`config.mk`:
```
export PLATFORM = sky130hd
export DESIGN_NAME = width_convert_lo2hi_rdy_val_flat
export DESIGN_NICKNAME = d
export VERILOG_FILES = /design/src/rtl/width_convert_lo2hi_rdy_val_if.sv /design/src/rtl/width_convert_lo2hi_rdy_val.sv /design/src/flat_wrapper.sv
export SDC_FILE = /design/constraint.sdc
export NUM_CORES = 1
export LEC_CHECK = 0
export ABC_AREA = 1
export CAP_MARGIN = 0
export CORE_ASPECT_RATIO = 1.5
export CORE_UTILIZATION = 39
export DETAILED_ROUTE_END_ITERATION = 8
export PLACE_DENSITY = 0.76
export SYNTH_ARGS = -nofsm -noshare
export SYNTH_HDL_FRONTEND = slang
export SYNTH_SLANG_ARGS = --single-unit
```
`constraint.sdc`:
```
create_clock -name clk -period 1.49 [get_ports clk]
set_input_delay 0.298 -clock clk [delete_from_list [all_inputs] [get_ports clk]]
set_output_delay 0.298 -clock clk [all_outputs]
set_load 0.05 [all_outputs]
```
`src/rtl/width_convert_lo2hi_rdy_val_if.sv`:
```
// -----------------------------------------------------------------------------
// width_convert_lo2hi_rdy_val_if
//   Bundles the narrow upstream (tx_*) and wide downstream (bx_*, rx_rdy)
//   ready/valid signals of the lo2hi packer.
//
//   slave  : the packer's view (consumes tx_*, rx_rdy; produces bx_*)
//   master : the environment's view (produces tx_*, rx_rdy; consumes bx_*)
//
//   tx_valid / tx_data[TX_DW] / tx_last : upstream beat
//   bx_rdy                              : packer can take a beat this cycle
//   bx_valid / bx_data[RX_DW]           : packed word
//   bx_keep[RATIO] / bx_last            : lane-valid mask, end-of-packet flag
//   rx_rdy                              : downstream takes the word this cycle
// -----------------------------------------------------------------------------
interface width_convert_lo2hi_rdy_val_if #(
    parameter int TX_DW = 8,
    parameter int RX_DW = 16
);
    localparam int RATIO = RX_DW / TX_DW;

    logic               tx_valid;
    logic [TX_DW-1:0]   tx_data;
    logic               tx_last;
    logic               bx_rdy;
    logic               bx_valid;
    logic [RX_DW-1:0]   bx_data;
    logic [RATIO-1:0]   bx_keep;
    logic               bx_last;
    logic               rx_rdy;

    modport slave (
        input  tx_valid, tx_data, tx_last, rx_rdy,
        output bx_rdy, bx_valid, bx_data, bx_keep, bx_last
    );

    modport master (
        output tx_valid, tx_data, tx_last, rx_rdy,
        input  bx_rdy, bx_valid, bx_data, bx_keep, bx_last
    );
endinterface

```
`src/rtl/width_convert_lo2hi_rdy_val.sv`:
```
// -----------------------------------------------------------------------------
// width_convert_lo2hi_rdy_val
//   Narrow-to-wide ready/valid packer. Collects RATIO = RX_DW/TX_DW upstream
//   beats into one downstream word, first beat in the least-significant lane.
//   A beat with tx_last flushes a partial word early; unfilled lanes are zero
//   and cleared in bx_keep.
//
//   clk   : rising-edge clock
//   rst_b : asynchronous active-low reset
//   bus   : slave modport of width_convert_lo2hi_rdy_val_if
//           (tx_valid/tx_data/tx_last in, bx_rdy out,
//            bx_valid/bx_data/bx_keep/bx_last out, rx_rdy in)
// -----------------------------------------------------------------------------
module width_convert_lo2hi_rdy_val #(
    parameter int TX_DW = 8,
    parameter int RX_DW = 16
) (
    input  logic                          clk,
    input  logic                          rst_b,
    width_convert_lo2hi_rdy_val_if.slave  bus
);
    localparam int RATIO = RX_DW / TX_DW;
    localparam int CNT_W = (RATIO > 2) ? $clog2(RATIO) : 1;

    generate
        if (((RX_DW % TX_DW) != 0) || (RATIO < 2)) begin : g_bad_params
            $error("width_convert_lo2hi_rdy_val: RX_DW (%0d) must be a multiple >= 2 of TX_DW (%0d)",
                   RX_DW, TX_DW);
        end
    endgenerate

    // Word built from a completing beat: lanes below 'lane' come from the
    // accumulator, lane 'lane' is the new beat, lanes above are zero.
    function automatic logic [RX_DW-1:0] pack_word(
        input logic [RX_DW-1:0] acc_in,
        input logic [TX_DW-1:0] beat,
        input logic [CNT_W-1:0] lane
    );
        logic [RX_DW-1:0] w;
        w = '0;
        for (int k = 0; k < RATIO; k++) begin
            if (k < int'(lane)) begin
                w[k*TX_DW +: TX_DW] = acc_in[k*TX_DW +: TX_DW];
            end else if (k == int'(lane)) begin
                w[k*TX_DW +: TX_DW] = beat;
            end
        end
        return w;
    endfunction

    function automatic logic [RATIO-1:0] keep_mask(input logic [CNT_W-1:0] lane);
        logic [RATIO-1:0] m;
        m = '0;
        for (int k = 0; k < RATIO; k++) begin
            m[k] = (k <= int'(lane));
        end
        return m;
    endfunction

    // Accumulator and lane counter (cnt doubles as the FILL_k state).
    logic [RX_DW-1:0]   acc, acc_nxt;
    logic [CNT_W-1:0]   cnt, cnt_nxt;

    // Output register.
    logic               vld_p0, vld_nxt;
    logic [RX_DW-1:0]   data_p0, data_nxt;
    logic [RATIO-1:0]   keep_p0, keep_nxt;
    logic               last_p0, last_nxt;

    logic               rdy;
    logic               acc_fire;
    logic               out_fire;
    logic               complete;

    // A held word blocks filling unless it drains on this same edge.
    assign rdy      = !vld_p0 || bus.rx_rdy;
    assign acc_fire = bus.tx_valid && rdy;
    assign out_fire = vld_p0 && bus.rx_rdy;
    assign complete = acc_fire && ((cnt == CNT_W'(RATIO - 1)) || bus.tx_last);

    always_comb begin
        acc_nxt  = acc;
        cnt_nxt  = cnt;
        vld_nxt  = vld_p0;
        data_nxt = data_p0;
        keep_nxt = keep_p0;
        last_nxt = last_p0;

        if (out_fire) begin
            vld_nxt = 1'b0;
        end

        if (complete) begin
            data_nxt = pack_word(acc, bus.tx_data, cnt);
            keep_nxt = keep_mask(cnt);
            last_nxt = bus.tx_last;
            vld_nxt  = 1'b1;
            acc_nxt  = '0;
            cnt_nxt  = '0;
        end else if (acc_fire) begin
            acc_nxt[int'(cnt)*TX_DW +: TX_DW] = bus.tx_data;
            cnt_nxt = cnt + CNT_W'(1);
        end
    end

    // ---- stage p0: accumulator, counter and output register ----
    always_ff @(posedge clk or negedge rst_b) begin
        if (!rst_b) begin
            acc     <= '0;
            cnt     <= '0;
            vld_p0  <= 1'b0;
            data_p0 <= '0;
            keep_p0 <= '0;
            last_p0 <= 1'b0;
        end else begin
            acc     <= acc_nxt;
            cnt     <= cnt_nxt;
            vld_p0  <= vld_nxt;
            data_p0 <= data_nxt;
            keep_p0 <= keep_nxt;
            last_p0 <= last_nxt;
        end
    end

    assign bus.bx_rdy   = rdy;
    assign bus.bx_valid = vld_p0;
    assign bus.bx_data  = data_p0;
    assign bus.bx_keep  = keep_p0;
    assign bus.bx_last  = last_p0;

endmodule
```
`src/flat_wrapper.sv`:
```
// flat-port wrapper written by rule: the top's interface ports become plain ports
module width_convert_lo2hi_rdy_val_flat 
#(
    parameter int TX_DW = 8,
    parameter int RX_DW = 16
)
  (clk, rst_b, bus_tx_valid, bus_tx_data, bus_tx_last, bus_rx_rdy, bus_bx_rdy, bus_bx_valid, bus_bx_data, bus_bx_keep, bus_bx_last);
  width_convert_lo2hi_rdy_val_if #(.TX_DW(TX_DW), .RX_DW(RX_DW)) bus_i ();
  input  logic clk;
  input  logic rst_b;
  input wire logic [$bits(bus_i.tx_valid)-1:0] bus_tx_valid;
  input wire logic [$bits(bus_i.tx_data)-1:0] bus_tx_data;
  input wire logic [$bits(bus_i.tx_last)-1:0] bus_tx_last;
  input wire logic [$bits(bus_i.rx_rdy)-1:0] bus_rx_rdy;
  output wire logic [$bits(bus_i.bx_rdy)-1:0] bus_bx_rdy;
  output wire logic [$bits(bus_i.bx_valid)-1:0] bus_bx_valid;
  output wire logic [$bits(bus_i.bx_data)-1:0] bus_bx_data;
  output wire logic [$bits(bus_i.bx_keep)-1:0] bus_bx_keep;
  output wire logic [$bits(bus_i.bx_last)-1:0] bus_bx_last;
  assign bus_i.tx_valid = bus_tx_valid;
  assign bus_i.tx_data = bus_tx_data;
  assign bus_i.tx_last = bus_tx_last;
  assign bus_i.rx_rdy = bus_rx_rdy;
  assign bus_bx_rdy = bus_i.bx_rdy;
  assign bus_bx_valid = bus_i.bx_valid;
  assign bus_bx_data = bus_i.bx_data;
  assign bus_bx_keep = bus_i.bx_keep;
  assign bus_bx_last = bus_i.bx_last;
  width_convert_lo2hi_rdy_val #(.TX_DW(TX_DW), .RX_DW(RX_DW)) u_core (.clk(clk), .rst_b(rst_b), .bus(bus_i));
endmodule
```
Word level (Yosys, flattened, before mapping)
Index checks and enable logic that the tools add are counted.
Widths: inputs -> output; s select.

word-level totals
  register bits = 37
  input bits = 13
  output and inout bits = 21

cells by class
  add/subtract/negate cells = 2
  magnitude comparators = 2
  shift-type cells = 2
  multiplexer cells = 10
  reductions and logical operators = 8

operator list
  kind                     count
  $neg 4->33               1
  $shift 8x33->16 const A  1
  $shiftx 8x33->16         1
  $mux 16                  2
  $mux 8                   3
  $bwmux 16                1
  $mux 1                   4
  $reduce_bool 2->1        2
  $logic_and 1x1->1        3
  $logic_or 1x1->1         2
  $add 1x1->1 const B      1
  $le 1x1->1 const A       1
  $logic_not 1->1          1
  $lt 1x1->1 const A       1

Longest topological paths before layout
Gate-level depths: netlist of run 1.

  depth after elaboration = 5
  gate-level depth with buffers = 7
  mapped depth without buffers = 5

Worst setup path after synthesis of run 1
OpenSTA, ideal clock, no wires.

  path type = register to output
  start = register u_core.vld_p0 (netlist: u_core.bus.bx_valid)
  end = output bus_bx_rdy
  data arrival time = 1.196 ns
  data required time = 1.192 ns
  setup slack = -0.004 ns
  cell stages (with the launch flop) = 3
  path buffers = 1
  cells stage by stage = dfrtp_1 -> nand2_1 -> buf_2

on the way
  word-level cells in the longest chain between the ends = 2

RTL lines
  element                 RTL line                            text
  start, declared         width_convert_lo2hi_rdy_val.sv:65   logic vld_p0, vld_nxt;
  start signal, assigned  width_convert_lo2hi_rdy_val.sv:118  vld_p0 <= vld_nxt;
  $logic_not 1->1         width_convert_lo2hi_rdy_val.sv:76   assign rdy = !vld_p0 || bus.rx_rdy;
  $logic_or 1x1->1        width_convert_lo2hi_rdy_val.sv:76
  end, declared           flat_wrapper.sv:15                  output wire logic [$bits(bus_i.bx_rdy)-1:0] bus_bx_rdy;

No other way between the ends.

Worst setup path in the final report of run 1
  start = input bus_rx_rdy
  end = output bus_bx_rdy

on the way
  word-level cells in the longest chain between the ends = 1

RTL lines
  element           RTL line                           text
  start, declared   flat_wrapper.sv:14                 input wire logic [$bits(bus_i.rx_rdy)-1:0] bus_rx_rdy;
  $logic_or 1x1->1  width_convert_lo2hi_rdy_val.sv:76

No other way between the ends.

==> results of run 1 <==
## layout by cell type (no fill, tap or decap)
cell type | netlist | routed
nand2_1 | 81 | 80
dfrtp_1 | 29 | 28
buf_12 | 0 | 22
nand3_1 | 17 | 17
clkdlybuf4s50_1 | 0 | 12
buf_4 | 1 | 9
nand4_1 | 8 | 8
clkbuf_8 | 0 | 6
inv_2 | 2 | 3
nand2_4 | 1 | 2
inv_1 | 3 | 2
inv_4 | 1 | 1
nand3_4 | 1 | 1
a21oi_4 | 1 | 1
nand2_2 | 1 | 1
o21ai_0 | 1 | 1
clkbuf_1 | 0 | 1
bufinv_16 | 0 | 1
dfrtp_2 | 0 | 1
## Yosys cell counts
library cell	n
dfrtp_1	29
nand3_4	1
inv_4	1
a21oi_4	1
nand2_1	81
nand3_1	17
nand4_1	8
inv_2	2
buf_4	1
buf_2	2
nand2_2	1
o21ai_0	1
nand2_4	1
buf_6	4
inv_1	3
## state kept, by name (all words and copies together), names as in the netlist
signal	cells
u_core.bus.bx_keep	2
u_core.bus.bx_data	16
u_core.bus.bx_last	1
u_core.bus.bx_valid	1
u_core.acc	8
u_core.cnt	1
## path summary, 6_finish.rpt
path                                        to                 from
max in group asynchronous  u_core.bus.bx_valid                rst_b
hold reg to reg                  u_core.acc[4]        u_core.acc[4]
setup / recovery                    bus_bx_rdy           bus_rx_rdy
min in group clk                 u_core.acc[4]        u_core.acc[4]
hold / removal             u_core.bus.bx_valid                rst_b
setup reg to reg                    u_core.cnt  u_core.bus.bx_valid
## critical path: stages
cell,delay [ns]
clkdlybuf4s50_1,0.47
inv_2,0.05
nand2_4,0.06
buf_4,0.12
buf_12,0.13
## stage by stage
stage	TNS, ns	area [sq um]	setup WS [ns]	power, mW	instances
after global placement	-0.989	1910	-0.0945	2.54	227
after CTS	0	2030	0.00559	3.42	235
final	0	2050	0.0643	3.40	237
after global routing	0	2050	0.0418	3.54	237
after detailed placement	-1.65	1910	-0.104	2.57	227
after floorplan	0	1310	0.117	1.81	153
## kinds of logic (layout without fill, tap and decap cells)
logic type / Yosys count / in the layout / synth area share
AO/OA/AOI/OAI: 2 / 2 / 0.0163
buffers and inverters: 13 / 57 / 0.0669
flip-flops: 29 / 29 / 0.554
AND/OR/NAND/NOR: 109 / 109 / 0.362
## report_power, final
group	switching (mW)	internal, mW	leakage (nW)	total [mW]
Sequential	0.172	0.951	0.368	1.12
Clock	0.289	0.544	0.0585	0.833
Combinational	0.784	0.663	0.636	1.45
## timing repair
action,4_1_cts,5_1_grt
buffers inserted,0,2
resized for setup,2,1
hold buffers,0,0
setup endpoints to repair,1,1
## cell type report
cell class | instances | area, sq um | area share
Tap cell | 40 | 50.0 | 0.0244
Timing Repair Buffer | 43 | 628 | 0.306
Inverter | 6 | 25.0 | 0.0122
Clock buffer | 7 | 86.3 | 0.0421
Multi-Input combinational cell | 111 | 503 | 0.245
Sequential cell | 29 | 727 | 0.355
Clock inverter | 1 | 30.0 | 0.0147
## metal layers
layer / up-vias / track usage
met1: 558 / 0.215
li1: 569 / -
met3: 7 / 0.0375
met2: 42 / 0.356
met5: - / 0
met4: 0 / 0.137
==> impl_results.md, run 1 <==
* DRC violations left at 0
* Post-Route Utilization at 0.642
* R2R setup slack at approximately 0.25 ns
* Slew Limit Fails at 0
* Worst hold slack at approximately 0.40 ns
* Row cnt at 25
* Core area at 0.00319 sq mm
* # nets final at 209
* CP Capture Type: output port
* Area growth syn-to-layout at 56.6%
* Share of cells above drive strength 1 at 0.244
* CP startpoint kind: primary input
* Met1 WL at roughly 1200 um
* Slew @ Worst Pin at around 0.37 ns
* WL final at 3120 um
* Buffer depth of the longest clock path at 2
* Total CTS buffers at 5
* First-pass DRT Iterations at 4
* Most area-hungry cell type in the Yosys netlist: dfrtp_1
* Post-DP HPWL at 2230 um
* Status: complete, no violations
* Total clock sinks at 29
* Starting Density at 0.410
* Synth top area share at 0.554
* Congestion Overflow GR at 0
* Max-cap violation count at 0
* Met3 routed WL at between 100 and 150 um
* CTS tree: yes
* Critical path fanouts, max at 3
* YS warnings at 0
* Filler cells at approximately 260
* Via density at about 5.0
* Worst-skew pair later-pin latency at around 0.28 ns
* Setup-failing EPs final at 0
* Ant diodes at 0
* Fmax at roughly 0.70 GHz
* Skew final at 0.00596 ns
* Die X-Extent at 49.3 um
* Drt wl/cell at around 13 um
* Clock H-tree levels at 2
* Post-synthesis cell area at 0.00131 sq mm
* DR top layer: met4
* Number of port buffers at 33
* First DRT Iteration DRCs at 45
* Final hold violations at 0
* Initial antenna violation count at 0
* First-pass GRT wire length at 5220 um
* Unrepaired setup endpoints after global routing: false
* Peak supply drop at around 1000 uV
* Vias in the first global route at 1143
* Met2 WL at ~1700 um
* Max transition margin at 0.751
* Die H at 72.9 um
* Leak Pwr at 1.06 nW
* Reg2Reg Depth at 6
* Final min period at between 1 and 1.5 ns
* Final ANT Viol Nets at 0
* Flops & latches, synth at 29
* CP arrival at 1.13 ns
* Crit share post-route at 0.957
* WP data required at 1.19 ns
* Crit Path Class: in2out
* Sequential-to-total area share from yosys stat at 0.554
* Syn Area/Cell at 8.55 sq um
* Ports at 34
* Syn Inst Count at 153
* Root buf cell: clkbuf_8
* Type of the most critical hold path: in2async
* Total Routing Usage GR at 0.201
* Largest net degree at the start of global routing at 30
* Net count after synthesis at around 170
* Routability cong. at 0.827
* Largest cells by area after synthesis: dfrtp_1 55%, nand2_1 23%, nand3_1 6.5%, nand4_1 3.8%, buf_6 3.4%
* Cell area power density at between 1500 and 2000 mW/mm^2
* DR vias at 1176
* Register clock-pin slew on the reported worst setup and hold paths at around 0.060 ns
* Die ar. at 0.00360 sq mm
* Synth unique cells at 15
(Power assumes the default switching activity.)
==> inputs of run 2 (changes only) <==
Settings changed: SKIP_LAST_GASP set to 1.
==> results of run 2 <==
Same layout as run 1: the final DEF is identical, and so are final timing and power.
==> inputs of run 3 (changes only) <==
Clock period 1.49 ns to 1.7 ns, I/O delays scaled along.
==> run 3 against run 2 <==
Effect of this change: clock power is 36% lower; sequential power down 18%; critical path type unchanged; clock skew shrank 0.0030 ns; non-clock buffer count fell by 2; register-to-register slack gained 0.16 ns; sequential share of layout area grew 6.6 points.
==> impl_results.md, run 3 (synthesis results as in run 1) <==
* Post-DP HPWL at 2190 um (-1.7%)
* Setup-failing EPs final at 0 (unchanged)
* Final hold violations at 0 (unchanged)
* Slew @ Worst Pin at 0.427 ns (+0.0536 ns)
* Share of cells above drive strength 1 at 0.210 (-0.0334)
* CTS Hold Buffers Added at 0 (unchanged)
* # nets final at 207 (-0.96%)
* Fin area at 0.00173 sq mm (-16%)
* First-pass DRT Iterations at 4 (unchanged)
* Most frequent cells in the layout: 81 x nand2_1, 29 x dfrtp_1, 28 x buf_4
* Routability cong. at 0.803 (-3.0%)
* Congestion Overflow GR at 0 (unchanged)
* Vias in the first global route at 1109 (-3.0%)
* Starting Density at 0.410 (unchanged)
* Largest net degree at the start of global routing at 30 (unchanged)
* WL final at 2990 um (-4.0%)
* Leading cell type in the layout, fill and taps excluded: nand2_1
* Clock H-tree levels at 2 (unchanged)
* Crit Path Class: in2out
* Ports at 34 (unchanged)
* Layout Cells excl Fill at 235 (-0.84%)
* Drt wl/cell at 12.7 um (-3.2%)
* Capturing point of the worst reg2reg path: u_core.bus.bx_data[10]
* Dpl cells at 227 (unchanged)
* First-pass GRT wire length at 4880 um (-6.5%)
* Die H at 72.9 um (unchanged)
* Total Routing Usage GR at 0.186 (-0.0158)
* DRC violations left at 0 (unchanged)
* CP Capture Type: output port
* Register clock-pin slew on the reported worst setup and hold paths at 0.06 ns (about the same)
* Slew Limit Fails at 0 (unchanged)
* Total clock sinks at 29 (unchanged)
* Total CTS buffers at 5 (unchanged)
* Leak Pwr at 0.950 nW (-11%)
* Max-cap violation count at 0 (unchanged)
* Skew final at 0.00295 ns (-0.00302 ns)
* Initial antenna violation count at 0 (unchanged)
* Root buf cell: clkbuf_8
* Max transition margin at 0.715 (-0.0364)
* Die ar. at 0.00360 sq mm (unchanged)
* Area growth syn-to-layout at 31.9%
* Final ANT Viol Nets at 0 (unchanged)
* CP startpoint kind: primary input
* R2R Path Start: u_core.bus.bx_valid
* Worst-skew pair later-pin latency at 0.28 ns (about the same)
* CP arrival at 1.29 ns (+0.16 ns)
* Via density at 4.93 (-0.69%)
* CTS tree: yes
* DR vias at 1158 (-1.5%)
* Ant diodes at 0 (unchanged)
* Final min period at 1.63 ns
* Die X-Extent at 49.3 um (unchanged)
* Status: complete, no violations
* Area after DPL at 0.00165 sq mm (-14%)
* WP data required at 1.36 ns (+0.17 ns)
* Buffer depth of the longest clock path at 2 (unchanged)
* Core area at 0.00319 sq mm (unchanged)
* Crit share post-route at 0.961
* Post-Route Utilization at 0.541 (-0.101)
* Fmax at 0.612 GHz
* Flip-flop count of the largest register after layout at 16 (unchanged)
* Setup_tns at 0 ns (unchanged)
* Critical path fanouts, max at 6 (+3)
* First DRT Iteration DRCs at 40 (-11%)
* Row cnt at 25 (unchanged)
* R2R setup slack at 0.41 ns (+0.16 ns)
* Reg2Reg Depth at 4 (-2)
* Peak supply drop at 796 uV (-24%)
* Unrepaired setup endpoints after global routing: false
* Type of the most critical hold path: in2async
* Number of port buffers at 33 (unchanged)
* Post-CTS Setup Bufs at 0 (unchanged)
* Post_cts resized at 0 (-2)
* Cell area power density at 1390 mW/mm^2 (-16%)
==> run 3: worst max-delay path, stage by stage <==
cell and delay (ns):
clkdlybuf4s50_1 0.45, inv_1 0.05, nand2_1 0.27, buf_12 0.19
==> run 3: final cells by class <==
type	instances	area (sq um)
well taps	40	50.0
flip-flops and latches	29	726
inverters	6	25.0
clock buffers	8	80.1
multi-input cells	111	495
fillers	328	1460
repair buffers	41	350
==> run 3: metal layers <==
metal  vias to the layer above  wire, um  GRT usage
li1                        571         -          -
met3                         9       129     0.0375
met5                         -         0          0
met1                       540      1190      0.189
met4                         0        96      0.141
met2                        38      1580      0.330
==> run 3: worst max-delay path by stage <==
| stage | from | end | slack [ns] |
|---|---|---|---|
| floorplan | u_core.bus.bx_valid | bus_bx_rdy | 0.16 |
| global placement | bus_rx_rdy | u_core.bus.bx_data[6] | 0.009 |
| detailed placement | bus_tx_valid | u_core.acc[6] | -0.03 |
| CTS | bus_rx_rdy | bus_bx_rdy | 0.07 |
| global route | bus_rx_rdy | bus_bx_rdy | 0.05 |
| finish | bus_rx_rdy | bus_bx_rdy | 0.07 |
==> run 3: stage by stage <==
step | setup slack (ns) | power, mW | hold WS, ns
floorplan | 0.164 | 1.59 | 0.0444
global placement | 0.00878 | 1.88 | 0.450
detailed placement | -0.0305 | 1.90 | 0.457
CTS | 0.0746 | 2.44 | 0.451
global route | 0.0550 | 2.53 | 0.474
finish | 0.0661 | 2.41 | 0.444
==> run 3: report_power, final <==
group	total, mW	switching (mW)	internal [mW]
combinational	0.964	0.677	0.287
clock	0.530	0.240	0.290
sequential	0.914	0.0823	0.832
